**src/rtl/serial_adder_pkg.sv**
```systemverilog
// rtl/serial_adder_pkg.sv - shared types and constants for the bit-serial adder sequencer
package serial_adder_pkg;

    typedef enum logic [1:0] {
        IDLE = 2'd0,
        RUN  = 2'd1,
        DONE = 2'd2
    } state_t;

    localparam int DEFAULT_WIDTH = 8;

    localparam logic DEC_E1_ON      = 1'b1;
    localparam logic DEC_E1_OFF     = 1'b0;
    localparam logic DEC_EN_LOW_ON  = 1'b0;
    localparam logic DEC_EN_LOW_OFF = 1'b1;

endpackage

```
**src/rtl/bit_serializer.sv**
```systemverilog
// rtl/bit_serializer.sv - operand shift pair and bit counter feeding the decoder select
module bit_serializer #(
    parameter int WIDTH = 8
) (
    input  logic             clk,
    input  logic             rst,
    input  logic             i_load,
    input  logic             i_shift,
    input  logic [WIDTH-1:0] i_op_a,
    input  logic [WIDTH-1:0] i_op_b,
    output logic             o_a_bit,
    output logic             o_b_bit,
    output logic             o_last
);
    localparam int CW = $clog2(WIDTH);

    logic [WIDTH-1:0] r_sh_a;
    logic [WIDTH-1:0] r_sh_b;
    logic [CW-1:0]    r_cnt;

    always_ff @(posedge clk) begin
        if (rst) begin
            r_sh_a <= '0;
            r_sh_b <= '0;
            r_cnt  <= '0;
        end else if (i_load) begin
            r_sh_a <= i_op_a;
            r_sh_b <= i_op_b;
            r_cnt  <= '0;
        end else if (i_shift) begin
            r_sh_a <= {1'b0, r_sh_a[WIDTH-1:1]};
            r_sh_b <= {1'b0, r_sh_b[WIDTH-1:1]};
            r_cnt  <= r_cnt + 1'b1;
        end
    end

    assign o_a_bit = r_sh_a[0];
    assign o_b_bit = r_sh_b[0];
    assign o_last  = (r_cnt == CW'(WIDTH - 1));

endmodule

```
**src/rtl/serial_adder_ctrl.sv**
```systemverilog
// rtl/serial_adder_ctrl.sv - sequences an N-bit add through an external decoder-based full adder
module serial_adder_ctrl
    import serial_adder_pkg::*;
#(
    parameter int WIDTH = DEFAULT_WIDTH
) (
    input  logic             clk,
    input  logic             rst,
    input  logic             start,
    input  logic [WIDTH-1:0] op_a,
    input  logic [WIDTH-1:0] op_b,
    input  logic             cin,
    output logic             busy,
    output logic             done,
    output logic [WIDTH-1:0] sum,
    output logic             cout,
    output logic             dec_fault,
    output logic [2:0]       dec_a,
    output logic             dec_e1,
    output logic             dec_e2_low,
    output logic             dec_e3_low,
    input  logic             dec_si,
    input  logic             dec_ci
);
    state_t           r_state;
    state_t           w_next;
    logic [WIDTH-1:0] r_acc;
    logic [WIDTH-1:0] r_sum;
    logic             r_carry;
    logic             r_cout;
    logic             r_fault;
    logic             w_load;
    logic             w_shift;
    logic             w_a_bit;
    logic             w_b_bit;
    logic             w_last;

    assign w_load  = (r_state == IDLE) && start;
    assign w_shift = (r_state == RUN);

    bit_serializer #(.WIDTH(WIDTH)) u_serializer (
        .clk     (clk),
        .rst     (rst),
        .i_load  (w_load),
        .i_shift (w_shift),
        .i_op_a  (op_a),
        .i_op_b  (op_b),
        .o_a_bit (w_a_bit),
        .o_b_bit (w_b_bit),
        .o_last  (w_last)
    );

    always_comb begin
        w_next = r_state;
        case (r_state)
            IDLE:    if (start) w_next = RUN;
            RUN:     if (w_last) w_next = DONE;
            DONE:    w_next = IDLE;
            default: w_next = IDLE;
        endcase
    end

    always_ff @(posedge clk) begin
        if (rst) begin
            r_state <= IDLE;
            r_acc   <= '0;
            r_carry <= 1'b0;
            r_sum   <= '0;
            r_cout  <= 1'b0;
            r_fault <= 1'b0;
        end else begin
            r_state <= w_next;
            if (w_load) begin
                r_acc   <= '0;
                r_carry <= cin;
            end
            // Sum bits arrive LSB first, so they enter at the MSB and walk down.
            if (w_shift) begin
                r_acc   <= {dec_si, r_acc[WIDTH-1:1]};
                r_carry <= dec_ci;
                if (w_last) begin
                    r_sum  <= {dec_si, r_acc[WIDTH-1:1]};
                    r_cout <= dec_ci;
                end
            end
            if ((r_state == IDLE) && (dec_si || dec_ci)) begin
                r_fault <= 1'b1;
            end
        end
    end

    assign busy       = (r_state == RUN);
    assign done       = (r_state == DONE);
    assign sum        = r_sum;
    assign cout       = r_cout;
    assign dec_fault  = r_fault;
    assign dec_a      = busy ? {w_a_bit, w_b_bit, r_carry} : 3'b000;
    assign dec_e1     = busy ? DEC_E1_ON : DEC_E1_OFF;
    assign dec_e2_low = busy ? DEC_EN_LOW_ON : DEC_EN_LOW_OFF;
    assign dec_e3_low = busy ? DEC_EN_LOW_ON : DEC_EN_LOW_OFF;

endmodule

```
**config.mk**
```make
export PLATFORM = sky130hd
export DESIGN_NAME = serial_adder_ctrl
export DESIGN_NICKNAME = d
export VERILOG_FILES = /design/src/rtl/serial_adder_pkg.sv /design/src/rtl/bit_serializer.sv /design/src/rtl/serial_adder_ctrl.sv
export SDC_FILE = /design/constraint.sdc
export NUM_CORES = 1
export LEC_CHECK = 0
export BUFFER_PORTS_ARGS = -buffer_cell sky130_fd_sc_hd__buf_2
export CORE_UTILIZATION = 51
export DETAILED_ROUTE_END_ITERATION = 10
export GPL_ROUTABILITY_DRIVEN = 0
export PLACE_DENSITY = 0.77
export SYNTH_ARGS = -nofsm -noshare
export SYNTH_HDL_FRONTEND = slang
export SYNTH_SLANG_ARGS = --single-unit
```
**constraint.sdc**
```tcl
create_clock -name clk -period 1.75 [get_ports clk]
set_input_delay 0.2625 -clock clk [delete_from_list [all_inputs] [get_ports clk]]
set_output_delay 0.2625 -clock clk [all_outputs]
set_load 0.01 [all_outputs]
```
## Word-level counts from Yosys, hierarchy flattened

Index checks and enable logic that the tools add are counted.

| cells by class | value |
|---|---|
| add/subtract/negate cells | 1 |
| reductions and logical operators | 8 |
| equal/unequal tests | 5 |
| muxes and demuxes | 14 |

Operator list:

| kind | count |
|---|---|
| 2-to-1 mux 8 bit | 6 |
| 2-to-1 mux 1 bit | 4 |
| 2-to-1 mux 2 bit | 2 |
| one-hot mux 2 bit (2 select lines) | 1 |
| AND reduction 2 bit | 2 |
| adder 3 x 1 -> 3 bit (second input constant) | 1 |
| == test 3 bit (second input constant) | 1 |
| 2-to-1 mux 3 bit | 1 |
| == test 2 x 1 -> 1 bit (second input constant) | 1 |
| == test 2 bit (second input constant) | 1 |
| logical AND 1 bit | 2 |
| logical NOT 2 bit | 1 |
| != test 2 x 1 -> 1 bit (second input constant) | 1 |
| != test 2 bit (second input constant) | 1 |
| nonzero test 2 bit | 1 |
| OR reduction 2 bit | 1 |
| logical OR 1 bit | 1 |

| word-level totals | value |
|---|---|
| register bits after elaboration | 40 |
| logic and storage cells | 37 |
| bits of input ports | 22 |
| output and inout port bits | 18 |

## Logic depth before layout (Yosys ltp)

| depth | value |
|---|---|
| depth in word-level cells | 4 |
| gate-level depth with buffers | 7 |
| depth with buffers taken out | 5 |

## Cells and area by module

A second synthesis with hierarchy kept.

| second synthesis, totals | value |
|---|---|
| cell total of the unflattened synthesis | 181 |
| area total of the unflattened synthesis | 1666.6 um2 |

By module, submodules not included:

| module | cells an instance | sequential area each (um2) | area each (um2) | times used |
|---|---|---|---|---|
| bit_serializer | 83 | 380.4 | 873.3 | 1 |
| serial_adder_ctrl | 98 | 400.4 | 793.3 | 1 |

## Least setup slack after synthesis

No wires, ideal clock.

| path | value |
|---|---|
| kind | reg2out |
| start | register r_state[1] |
| end | output port dec_a[0] |
| required time | 1487 ps |
| buffers on the path | 3 |
| slack | 326 ps |
| stages on the path, launching flop included | 7 |
| data arrival time | 1161 ps |
| cells stage by stage | dfxtp_1 buf_6 nand2b_1 buf_2 clkinv_2 buf_2 and2_1 |

| on the way | value |
|---|---|
| longest elaborated chain between the ends | 2 |

Ends and longest elaborated chain:

| element | RTL line | text |
|---|---|---|
| start, declared | serial_adder_ctrl.sv:25 | `state_t r_state;` |
| start signal, assigned | serial_adder_ctrl.sv:72 | `r_state <= w_next;` |
| == test 2 x 1 -> 1 bit | serial_adder_ctrl.sv:92 | `assign busy = (r_state == RUN);` |
| via busy | serial_adder_ctrl.sv:13 | `output logic busy,` |
| 2-to-1 mux 3 bit | serial_adder_ctrl.sv:97 | `assign dec_a = busy ? {w_a_bit, w_b_bit, r_carry} : 3'b000;` |
| end, declared | serial_adder_ctrl.sv:18 | `output logic [2:0] dec_a,` |

The timed path passes the listed nets, and every way through them passes these cells.

## Final worst setup path

| path | value |
|---|---|
| start | register r_state[1] |
| end | output port dec_e2_low |

| on the way | value |
|---|---|
| longest elaborated chain between the ends | 2 |

Ends and longest elaborated chain:

| element | RTL line | text |
|---|---|---|
| == test 2 x 1 -> 1 bit | serial_adder_ctrl.sv:92 |  |
| 2-to-1 mux 1 bit | serial_adder_ctrl.sv:99 | `assign dec_e2_low = busy ? DEC_EN_LOW_ON : DEC_EN_LOW_OFF;` |
| end, declared | serial_adder_ctrl.sv:20 | `output logic dec_e2_low,` |

Every way passes these cells.

==> impl.org <==
** Logic synthesis
- Cell accounting for the most synthesized area :: dfxtp_1
- FFs w/ async S/R, synth :: 0%
- Most numerous cell types in the synthesized netlist :: 39 x dfxtp_1, 32 x a21oi_1, 30 x nand2_1, 20 x nor2_1, 18 x nand3_1
- Synth top area cells :: dfxtp_1 47%, a21oi_1 9.7%, nand2_1 6.8%
- Post-synthesis net count :: 224
- Most repeated cell in the gate-level netlist after synthesis :: dfxtp_1
- Top-area cell type share of the netlist area :: 47.31%
- Number of enable flip-flop cells after synthesis :: 0
- Gate count after technology mapping :: 200
- Yosys warning count :: 0
- Top_reg_cell synth :: dfxtp_1
- Portion of the post-synthesis area used by sequential elements :: 47.31%
- Netlist area before placement :: 1650 um2
- Synthesis inferred 39 register bits.
- Distinct cell type count of the synthesized netlist :: 29
- Post-Syn Area per Cell :: 8.252 um2

** Global routing
- The first global-routing pass estimated around 5400 um of wire.
- Entering global routing, the biggest net connects 25 pins.
- Antenna violations before repair :: 0
- Number of global-route vias before repair :: 1,258
- For this run, the total global-route usage over all layers was measured as between 20% and 30%.
- Global routing finished with a remaining overflow of 0.

** Hold path
- Type of the most critical hold path :: input port to register

** Route
- Uppermost layer routed :: met4
- Wire segments on met2 add up to about 1500 um in the final route.
- Detailed-routed wire length on met3 :: 160 um
- Starting DRC count in detailed routing :: 45
- The count of nets left with antenna violations once routing finished came out at 0.
- Before antenna repair, the detailed router went through 4 iterations.
- Across all layers, the routed design uses 1,476 vias.
- After detailed routing, the wire length on met1 is 1570 um.
- In the routed layout, each cell is associated on average with a via count of 5.253.
- Number of DRC violations after detailed routing :: 0
- Summed over all layers, the routed wires come to between 3000 and 4000 um.
- Mean routed wirelength per cell :: 11.83 um

** Final layout
- Share of cells above drive strength 1 :: 27.43%
- In the final layout, flip-flops and latches occupy about 780 um2.
- Number of inserted diodes :: 0
- Fill cell count :: 314
- For this run, the post-layout net count is ~260.
- In the final layout, the multi-input gates occupy between 700 and 800 um2.
- Signed area change from the synthesized netlist to the final layout :: 16.83%

** Setup path
- The startpoint identified for the worst register-to-register timing path is r_state[1]$_SDFFE_PP0P_.
- Crit. End Element :: output port
- Required time of the critical path :: 1.49 ns
- R2r worst-path depth :: 5
- The worst setup path is launched from a register.
- Critical Path Source :: r_state[1]$_SDFFE_PP0P_
- In this run the worst path has a maximum fanout of 24.
- WS Path Type :: register to output port
- In this run the worst setup path terminates at dec_e2_low.
- FF-to-FF setup slack :: 0.36 ns
- STA puts the critical path data arrival time at 1.35 ns.
- Endpoint of the worst register-to-register path :: u_serializer.r_sh_a[2]$_SDFFE_PP0P_

** CTS
- The root buffer cell chosen for the clock tree is clkbuf_4.
- The clock reaches the later pin of the worst-skew pair after 0.35 ns.
- Htree depth :: 2
- TritonCTS built the clock tree.
- After clock tree synthesis, the clock-pin slew on the worst setup and hold paths is 0.11 ns.
- Clk sinks :: 39
- Number of setup buffers added after CTS :: 0
- Clock buffer depth :: 2
- Hold-fix buffers at CTS :: 0
- The number of clock buffers added by TritonCTS is 5.

** Pwr
- Leakage power :: 0.7930 nW
- Power per cell area :: about 860 nW/um2
- Worst ir drop on vdd :: between 0.5 and 0.6 mV

** Floorplanning
- Initial cell density of the core :: a little over half
- Area inside the core boundary :: 3053 um2
- Die Y :: roughly 59 um
- The initialized floorplan defines 20 standard-cell rows.
- Pin placement for this block handled 40 I/O pins.
- The die is approximately 60 um wide.
- Full die area :: 3467 um2

** STA
- Setup repair after global routing left no endpoint under its margin.
- Final-report hold violation count :: 0
- Hold Slack :: 0.1547 ns
- For the pin with the worst max-slew slack, the measured transition is 0.3936 ns.
- Final setup violation count :: 0
- Measured against its own limit, the worst slew margin works out to 73.68%.
- The final max-slew violation count is 0.
- Crit share post-route :: 92.40%
- Max Clk Rate :: 0.6184 GHz
- The worst path needs approximately 1.6 ns of the cycle, external delays included.
- Largest clock skew in the final design :: around 0.012 ns
- Sum of negative setup slack :: 0 ns

** Place
- Post-DP HPWL :: approximately 2200 um
- Count of buffers from port buffering :: 39

** Run
- Maximum Capacitance Violations :: 0

** Run status
- Result of the run :: finished clean
[through the flow]
step | utilization [%] | total power [mW] | cell area, um2 | worst slack [ns] | instances
floorplan | - | 1.136 | 1650 | 0.3263 | 200
global placement | 60.90 | 1.198 | 1859 | 0.2764 | 273
detailed placement | 60.90 | 1.201 | 1859 | 0.2573 | 273
CTS | 62.91 | 1.657 | 1921 | 0.05579 | 280
global route | 63.16 | 1.735 | 1928 | 0.05433 | 281
finish | 63.16 | 1.651 | 1928 | 0.1330 | 281
[cells by family (layout without fill, tap and decap cells)]
| logic type | after synthesis | in the layout | share of synthesized area, % |
|---|---|---|---|
| and+or+nand+nor | 89 | 89 | 25.78 |
| buffers and inverters | 21 | 58 | 7.125 |
| muxes | 2 | 2 | 1.213 |
| DFF | 39 | 39 | 47.31 |
| xor gates and xnor gates | 1 | 1 | 0.5308 |
| adders and majority gates | 2 | 2 | 1.516 |
| AOI/OAI and AO/OA | 46 | 46 | 16.53 |
[state kept, by name, indices dropped and copies added (netlist names)]
signal and cells:
r_acc 7, sum 8, dec_fault 1, u_serializer.r_cnt 3
r_state 2, u_serializer.r_sh_a 8, cout 1, u_serializer.r_sh_b 8
r_carry 1
[what timing repair did]
| action | 4_1_cts | 5_1_grt |
|---|---|---|
| cloned | 0 | 1 |
| hold endpoints to repair | 0 | 0 |
| gates resized for setup | 2 | 1 |
| setup endpoints to repair | 3 | 3 |
[area by class of cell]
class                   instances  area share (%)
well taps                      44           2.855
flip-flops and latches         39           40.56
inverters                       2          0.6489
repair buffers                 48           13.63
clock buffers                   6           2.661
multi-input cells             140           39.13
clock inverters                 1          0.2596
repair inverters                1          0.2596
[cells in the final DEF, fill, tap and decap left out, drive strengths merged]
master  instances
nor2b           1
o21ai           1
clkinv          3
mux2i           2
a311oi          1
and2            3
nor3            6
dfxtp          39
buf            48
or3b            4
inv             1
nand2b          4
ha              2
xnor2           1
o21a            1
nor4            1
nand2          30
a211oi         10
nand3b          1
nor2           20
nand3          18
a21oi          32
o21ba           1
clkbuf          6
nor3b           1
[where the power goes]
group          switching, mW  leakage (nW)  internal [mW]  total, mW
logic                  0.131         0.440         0.0975      0.228
clock network          0.279        0.0341          0.186      0.466
registers             0.0259         0.319          0.931      0.957
total                  0.436         0.793           1.21       1.65
[routing by layer]
metal,global-route usage (%),up-vias
met5,0,-
met1,25.21,677
met2,34.09,38
li1,-,754
met3,5.495,7
met4,10.20,0
[worst min path at each step]
stage	start	endpoint	cells past startpoint
2_1_floorplan	op_a[7]	u_serializer.r_sh_a[7]$_SDFFE_PP0P_	2
3_3_place_gp	dec_fault$_SDFFE_PP0P_	dec_fault$_SDFFE_PP0P_	2
3_5_place_dp	sum[5]$_SDFFE_PP0P_	sum[5]$_SDFFE_PP0P_	2
4_1_cts	op_a[7]	u_serializer.r_sh_a[7]$_SDFFE_PP0P_	3
5_1_grt	op_b[7]	u_serializer.r_sh_b[7]$_SDFFE_PP0P_	3
6_report	op_b[7]	u_serializer.r_sh_b[7]$_SDFFE_PP0P_	3
[critical path, cell delays in order (launching register included)]
cell	delay [ns]
dfxtp_1	0.34
nand2b_2	0.19
buf_4	0.29
buf_2	0.18
(Power assumes the default switching activity.)
